**config.mk**
```make
export PLATFORM = sky130hd
export DESIGN_NAME = button_conditioner
export DESIGN_NICKNAME = d
export VERILOG_FILES = /design/src/rtl/button_conditioner.sv
export SDC_FILE = /design/constraint.sdc
export NUM_CORES = 1
export LEC_CHECK = 0
export ABC_AREA = 1
export BUFFER_PORTS_ARGS = -buffer_cell sky130_fd_sc_hd__buf_2
export CAP_MARGIN = 20
export CORE_MARGIN = 1.5
export CORE_UTILIZATION = 64
export CTS_BUF_LIST = sky130_fd_sc_hd__clkbuf_4
export DETAILED_ROUTE_END_ITERATION = 16
export PLACE_DENSITY = 0.81
export SLEW_MARGIN = 15
export SYNTH_ARGS = -nofsm -noshare
export SYNTH_HDL_FRONTEND = slang
export SYNTH_SLANG_ARGS = --single-unit
```
**constraint.sdc**
```tcl
create_clock -name i_clk -period 2.1 [get_ports i_clk]
set_input_delay 0.42 -clock i_clk [delete_from_list [all_inputs] [get_ports i_clk]]
set_output_delay 0.42 -clock i_clk [all_outputs]
set_load 0.1 [all_outputs]
```
**src/rtl/button_conditioner.sv**
```systemverilog
// button_conditioner: synchronizes, debounces and edge-detects a raw push-button.
// Produces a clean level, single-cycle press/release/long-press pulses, and a
// sticky pending flag cleared by an acknowledge. Optional accepted-press counter
// is built only when BUTTON_PRESS_COUNT_EN is defined; otherwise o_count is 0.
//
// Ports:
//   i_clk      board clock, all logic on posedge
//   i_rst      asynchronous active-low reset
//   i_button   raw asynchronous bouncing pin (polarity set by ACTIVE_LOW)
//   i_ack      clears o_pending (level-sampled, active-high)
//   o_level    debounced level, 1 = pressed
//   o_press    one-cycle pulse on accepted press
//   o_release  one-cycle pulse on accepted release
//   o_long     one-cycle pulse when hold reaches LONG_CYCLES
//   o_pending  sticky press flag, cleared by i_ack
//   o_count    accepted-press counter (8'h00 when BUTTON_PRESS_COUNT_EN undefined)
module button_conditioner #(
  parameter int unsigned ACTIVE_LOW      = 1,
  parameter int unsigned SYNC_STAGES     = 2,
  parameter int unsigned DEBOUNCE_CYCLES = 270000,
  parameter int unsigned LONG_CYCLES     = 27000000,
  parameter int unsigned CNT_W           = 25
) (
  input  logic       i_clk,
  input  logic       i_rst,
  input  logic       i_button,
  input  logic       i_ack,
  output logic       o_level,
  output logic       o_press,
  output logic       o_release,
  output logic       o_long,
  output logic       o_pending,
  output logic [7:0] o_count
);

  typedef enum logic [1:0] {
    S_RELEASED     = 2'd0,
    S_PRESS_WAIT   = 2'd1,
    S_PRESSED      = 2'd2,
    S_RELEASE_WAIT = 2'd3
  } state_e;

  // Pin level when the button is not pressed.
  localparam logic             IDLE_LVL  = 1'(ACTIVE_LOW);
  localparam logic [CNT_W-1:0] DB_LAST   = CNT_W'(DEBOUNCE_CYCLES - 1);
  localparam logic [CNT_W-1:0] LONG_MAX  = CNT_W'(LONG_CYCLES);
  localparam logic [CNT_W-1:0] LONG_LAST = CNT_W'(LONG_CYCLES - 1);

  logic [SYNC_STAGES-1:0] sync_q;
  state_e                 state_q, state_d;
  logic [CNT_W-1:0]       dcnt_q, dcnt_d;
  logic [CNT_W-1:0]       lcnt_q, lcnt_d;
  logic                   press_q, press_d;
  logic                   release_q, release_d;
  logic                   long_q, long_d;
  logic                   level_q, level_d;
  logic                   pending_q, pending_d;
  logic                   p;

  // Synchronizer; reset loads the released pin level so no false edge appears.
  always_ff @(posedge i_clk or negedge i_rst) begin
    if (!i_rst) sync_q <= {SYNC_STAGES{IDLE_LVL}};
    else        sync_q <= {sync_q[SYNC_STAGES-2:0], i_button};
  end

  // Normalized pressed indication: 1 = pressed regardless of pin polarity.
  assign p = sync_q[SYNC_STAGES-1] ^ IDLE_LVL;

  // State, counters and registered outputs.
  always_ff @(posedge i_clk or negedge i_rst) begin
    if (!i_rst) begin
      state_q   <= S_RELEASED;
      dcnt_q    <= '0;
      lcnt_q    <= '0;
      press_q   <= 1'b0;
      release_q <= 1'b0;
      long_q    <= 1'b0;
      level_q   <= 1'b0;
      pending_q <= 1'b0;
    end else begin
      state_q   <= state_d;
      dcnt_q    <= dcnt_d;
      lcnt_q    <= lcnt_d;
      press_q   <= press_d;
      release_q <= release_d;
      long_q    <= long_d;
      level_q   <= level_d;
      pending_q <= pending_d;
    end
  end

  // Next-state, counter update and transition pulses.
  always_comb begin
    state_d   = state_q;
    dcnt_d    = dcnt_q;
    lcnt_d    = lcnt_q;
    press_d   = 1'b0;
    release_d = 1'b0;
    long_d    = 1'b0;
    unique case (state_q)
      S_RELEASED: begin
        if (p) begin
          state_d = S_PRESS_WAIT;
          dcnt_d  = '0;
        end
      end
      S_PRESS_WAIT: begin
        if (!p) begin
          state_d = S_RELEASED;
        end else if (dcnt_q == DB_LAST) begin
          state_d = S_PRESSED;
          lcnt_d  = '0;
          press_d = 1'b1;
        end else begin
          dcnt_d = dcnt_q + CNT_W'(1);
        end
      end
      S_PRESSED: begin
        if (!p) begin
          state_d = S_RELEASE_WAIT;
          dcnt_d  = '0;
        end else if (lcnt_q != LONG_MAX) begin
          // Saturating hold counter; pulse only on the step that reaches the limit.
          lcnt_d = lcnt_q + CNT_W'(1);
          long_d = (lcnt_q == LONG_LAST);
        end
      end
      S_RELEASE_WAIT: begin
        if (p) begin
          state_d = S_PRESSED;
        end else if (dcnt_q == DB_LAST) begin
          state_d   = S_RELEASED;
          release_d = 1'b1;
        end else begin
          dcnt_d = dcnt_q + CNT_W'(1);
        end
      end
      default: state_d = S_RELEASED;
    endcase
  end

  // Level and pending flag; a press on the ack cycle keeps pending set.
  always_comb begin
    level_d   = 1'b0;
    pending_d = pending_q;
    level_d   = (state_d == S_PRESSED) || (state_d == S_RELEASE_WAIT);
    pending_d = press_d | (pending_q & (~i_ack | press_q));
  end

`ifdef BUTTON_PRESS_COUNT_EN
  logic [7:0] count_q;

  // Accepted-press counter, wraps naturally at 8 bits.
  always_ff @(posedge i_clk or negedge i_rst) begin
    if (!i_rst)       count_q <= 8'h00;
    else if (press_d) count_q <= count_q + 8'h01;
  end

  assign o_count = count_q;
`else
  assign o_count = 8'h00;
`endif

  assign o_level   = level_q;
  assign o_press   = press_q;
  assign o_release = release_q;
  assign o_long    = long_q;
  assign o_pending = pending_q;

endmodule

```
==> impl_metrics.py <==
metrics = {
    "outcome": {
        "status": "completed",
    },
    "pwr": {
        "leakage_nw": 1.87,
        "clockPowerShare_pct": 37.8,
        "p_comb_share_pct": 8.3,
        "power_mw": 2.11,
        "ir_drop_mv": 0.503,
        "switching_share_pct": 26.6,
        "power_density_mw_per_mm2": 486,
        "share_seq_of_total_power_pct": 54.0,
        "switching_power_uw": 562,
        "p_int_mw": 1.55,
    },
    "cells_and_area": {
        "layout-drive-gt1-share_pct": 9.68,
        "finalInstanceArea_sq_mm": 0.00434,
        "area_growth_pct": 4.89,
        "final_common_cell": "nand2_1",
        "final_cell_mix": "nand2_1, nor2_1, dfrtp_1",
        "fill_cells": 568,
        "final_nets": 663,
        "insertedDiodeCount": 0,
    },
    "setup_path": {
        "end_kind": "flip-flop",
        "arrival_ns": 2.28,
        "worstSetupStartpointType": "flip-flop",
        "crit_type": "reg2reg",
        "rr_endpoint": "lcnt_q[7]",
        "worstRegToRegCells": 11,
        "r2r_start": "lcnt_q[0]",
        "cp.required_ns": 2.44,
        "cp_max_fo": 13,
        "r2r_setup_slack_ns": 0.16,
    },
    "clock_tree": {
        "cts_tree": "done",
        "clkTransAtPathRegs_ns": 0.11,
        "cts-root-buf": "clkbuf_4",
        "clock-sinks": 58,
        "insertion_delay_ns": 0.40,
        "cts.path.max_buffers": 2,
        "cts_setup_buffers": 0,
        "cts_buffers": 9,
        "cts_htree_levels": 3,
    },
    "yosys": {
        "synth-seq-cells": 58,
        "synth_warnings": 0,
        "synthTopCellsByArea": "dfrtp_1, nand2_1, nor2_1, inv_1, nand3_1",
        "ys_types": 32,
        "synth_top_area_share_pct": 33.8,
        "avgSynthCellArea_sq_um": 6.43,
        "yosysTopAreaCell": "dfrtp_1",
        "synth_cells": 644,
        "ys_seq_area_share_pct": 35.1,
        "syn-cell-area_sq_mm": 0.00414,
    },
    "placement": {
        "io_buffer_count": 8,
        "dpl-instance-area_sq_mm": 0.00418,
        "hpwl_um": 6980,
        "gp_congestion": 0.967,
    },
    "job": {
        "max-cap-violations": 0,
    },
    "timing": {
        "setup_viol": 0,
        "period_minus_slack_ns": 1.94,
        "final_max_slew_viol_count": 0,
        "setup_tns_ns": 0,
        "hold_viol": 0,
        "timing.fmax_mhz": 515,
        "skew_ns": 0.0192,
        "rsz0062_at_grt": "no",
        "period_share_pct": 92.4,
    },
    "grt": {
        "grt_first_pass_wirelength_um": 16400,
        "grt_pass1_vias": 3473,
        "grt_max_degree": 59,
        "grt.overflow.total": 0,
        "antenna_found_initial": 0,
        "grt_usage_pct": 29.1,
    },
    "detailed_routing": {
        "dr_wl_met3_um": 897,
        "wirelength_um": 9880,
        "drt_iter0_drc": 484,
        "drc": 0,
        "highest-signal-layer": "met4",
        "wire_per_inst_um": 13.4,
        "drtAntennaViolNets": 0,
        "vias": 3996,
        "drt-met1-wl_um": 4740,
        "drt_pre_antenna_iters": 5,
        "viasPerCell": 5.41,
        "routed-wl-met2_um": 4180,
    },
    "floorplan": {
        "start_util_pct": 65.6,
        "dieWidth_um": 83.4,
        "die_area_sq_mm": 0.00696,
        "core-area_sq_mm": 0.00631,
        "num_rows": 29,
        "boundaryPins": 17,
        "die_h_um": 83.4,
    },
    "hold_path": {
        "min_path_type": "in2async",
    },
}
critical path, stage by stage (launching register included):
cell,delay (ns)
dfrtp_1,0.48
inv_1,0.10
ha_1,0.20
nand2_1,0.06
nor2_1,0.04
nand2_1,0.11
nor2_2,0.06
nand3_2,0.14
nand2_2,0.12
nor2_4,0.37
nand2_1,0.10
nand2_1,0.08
metal layers:
metal | vias up | global-route usage [%]
li1 | 1991 | -
met1 | 1808 | 45.6
met2 | 190 | 41.7
met3 | 7 | 4.87
met4 | 0 | 7.00
met5 | - | 0
flip-flops by register name (all words and copies together), names as in the netlist:
signal / count
o_pending: 1
o_long: 1
dcnt_q: 25
o_level: 1
state_q: 1
o_release: 1
o_press: 1
sync_q: 2
lcnt_q: 25
synth_stat cells:
library cell / instances
a21oi_1: 2
a21oi_4: 1
buf_2: 1
buf_4: 9
buf_6: 8
clkbuf_1: 3
conb_1: 1
dfrtp_1: 56
dfstp_2: 2
ha_1: 3
inv_1: 50
inv_2: 4
inv_4: 2
nand2_1: 261
nand2_2: 4
nand2_4: 2
nand3_1: 37
nand3_2: 4
nand3_4: 2
nand4_1: 8
nor2_1: 121
nor2_2: 8
nor2_4: 3
nor3_1: 4
nor3b_1: 1
nor4_1: 1
o21ai_0: 13
o21ai_1: 8
o21ai_2: 2
o21bai_1: 2
xnor2_1: 9
xor2_1: 12
final cells by class:
type,count,area [sq um],area share [%]
repair buffers,13,90.1,2.07
clock inverters,4,42.5,0.979
well taps,77,96.3,2.22
inverters,56,215,4.95
multi-input cells,518,2360,54.2
clock buffers,12,90.1,2.07
flip-flops and latches,58,1450,33.5
power by group through the flow:
stage | sequential [mW] | clock (mW) | combinational, mW
6_report | 1.14 | 0.797 | 0.174
3_5_place_dp | 1.16 | 0 | 0.167
2_1_floorplan | 1.16 | 0 | 0.146
5_1_grt | 1.14 | 0.862 | 0.189
3_3_place_gp | 1.16 | 0 | 0.165
4_1_cts | 1.14 | 0.819 | 0.167
worst max path at each step:
stage	from	endpoint	slack, ns	cells past startpoint
2_1_floorplan	o_level	lcnt_q[21]	0.15	7
6_report	lcnt_q[0]	lcnt_q[7]	0.16	11
5_1_grt	lcnt_q[0]	lcnt_q[11]	0.03	11
4_1_cts	dcnt_q[0]	lcnt_q[1]	0.09	9
3_5_place_dp	dcnt_q[0]	lcnt_q[1]	0.12	9
3_3_place_gp	dcnt_q[0]	lcnt_q[21]	0.21	9
stage by stage:
step / utilization, % / setup slack, ns / cells / hold slack, ns
global placement: 66.2 / 0.209 / 720 / 0.345
CTS: 68.3 / 0.0908 / 736 / 0.0180
floorplan: - / 0.148 / 651 / 0.124
finish: 68.8 / 0.160 / 738 / 0.000143
detailed placement: 66.2 / 0.116 / 720 / 0.356
global route: 68.8 / 0.0302 / 738 / 0.0239
logic make-up (layout without fill, tap and decap cells):
family	count (synthesis)	in the layout	share of synthesized area, %
xor+xnor	21	21	4.44
compound gates	28	28	3.96
fa+ha+maj	3	3	0.906
buf+inv	77	85	9.40
other cells	1	8	0.0905
flops	58	58	35.1
simple gates	456	458	46.1
repair_timing:
| action | in CTS | in global routing |
|---|---|---|
| hold buffers | 0 | 0 |
| resized for setup | 0 | 3 |
| endpoints found under the hold margin | 0 | 0 |
| endpoints found under the setup margin | 0 | 25 |
(Power assumes the default switching activity.)
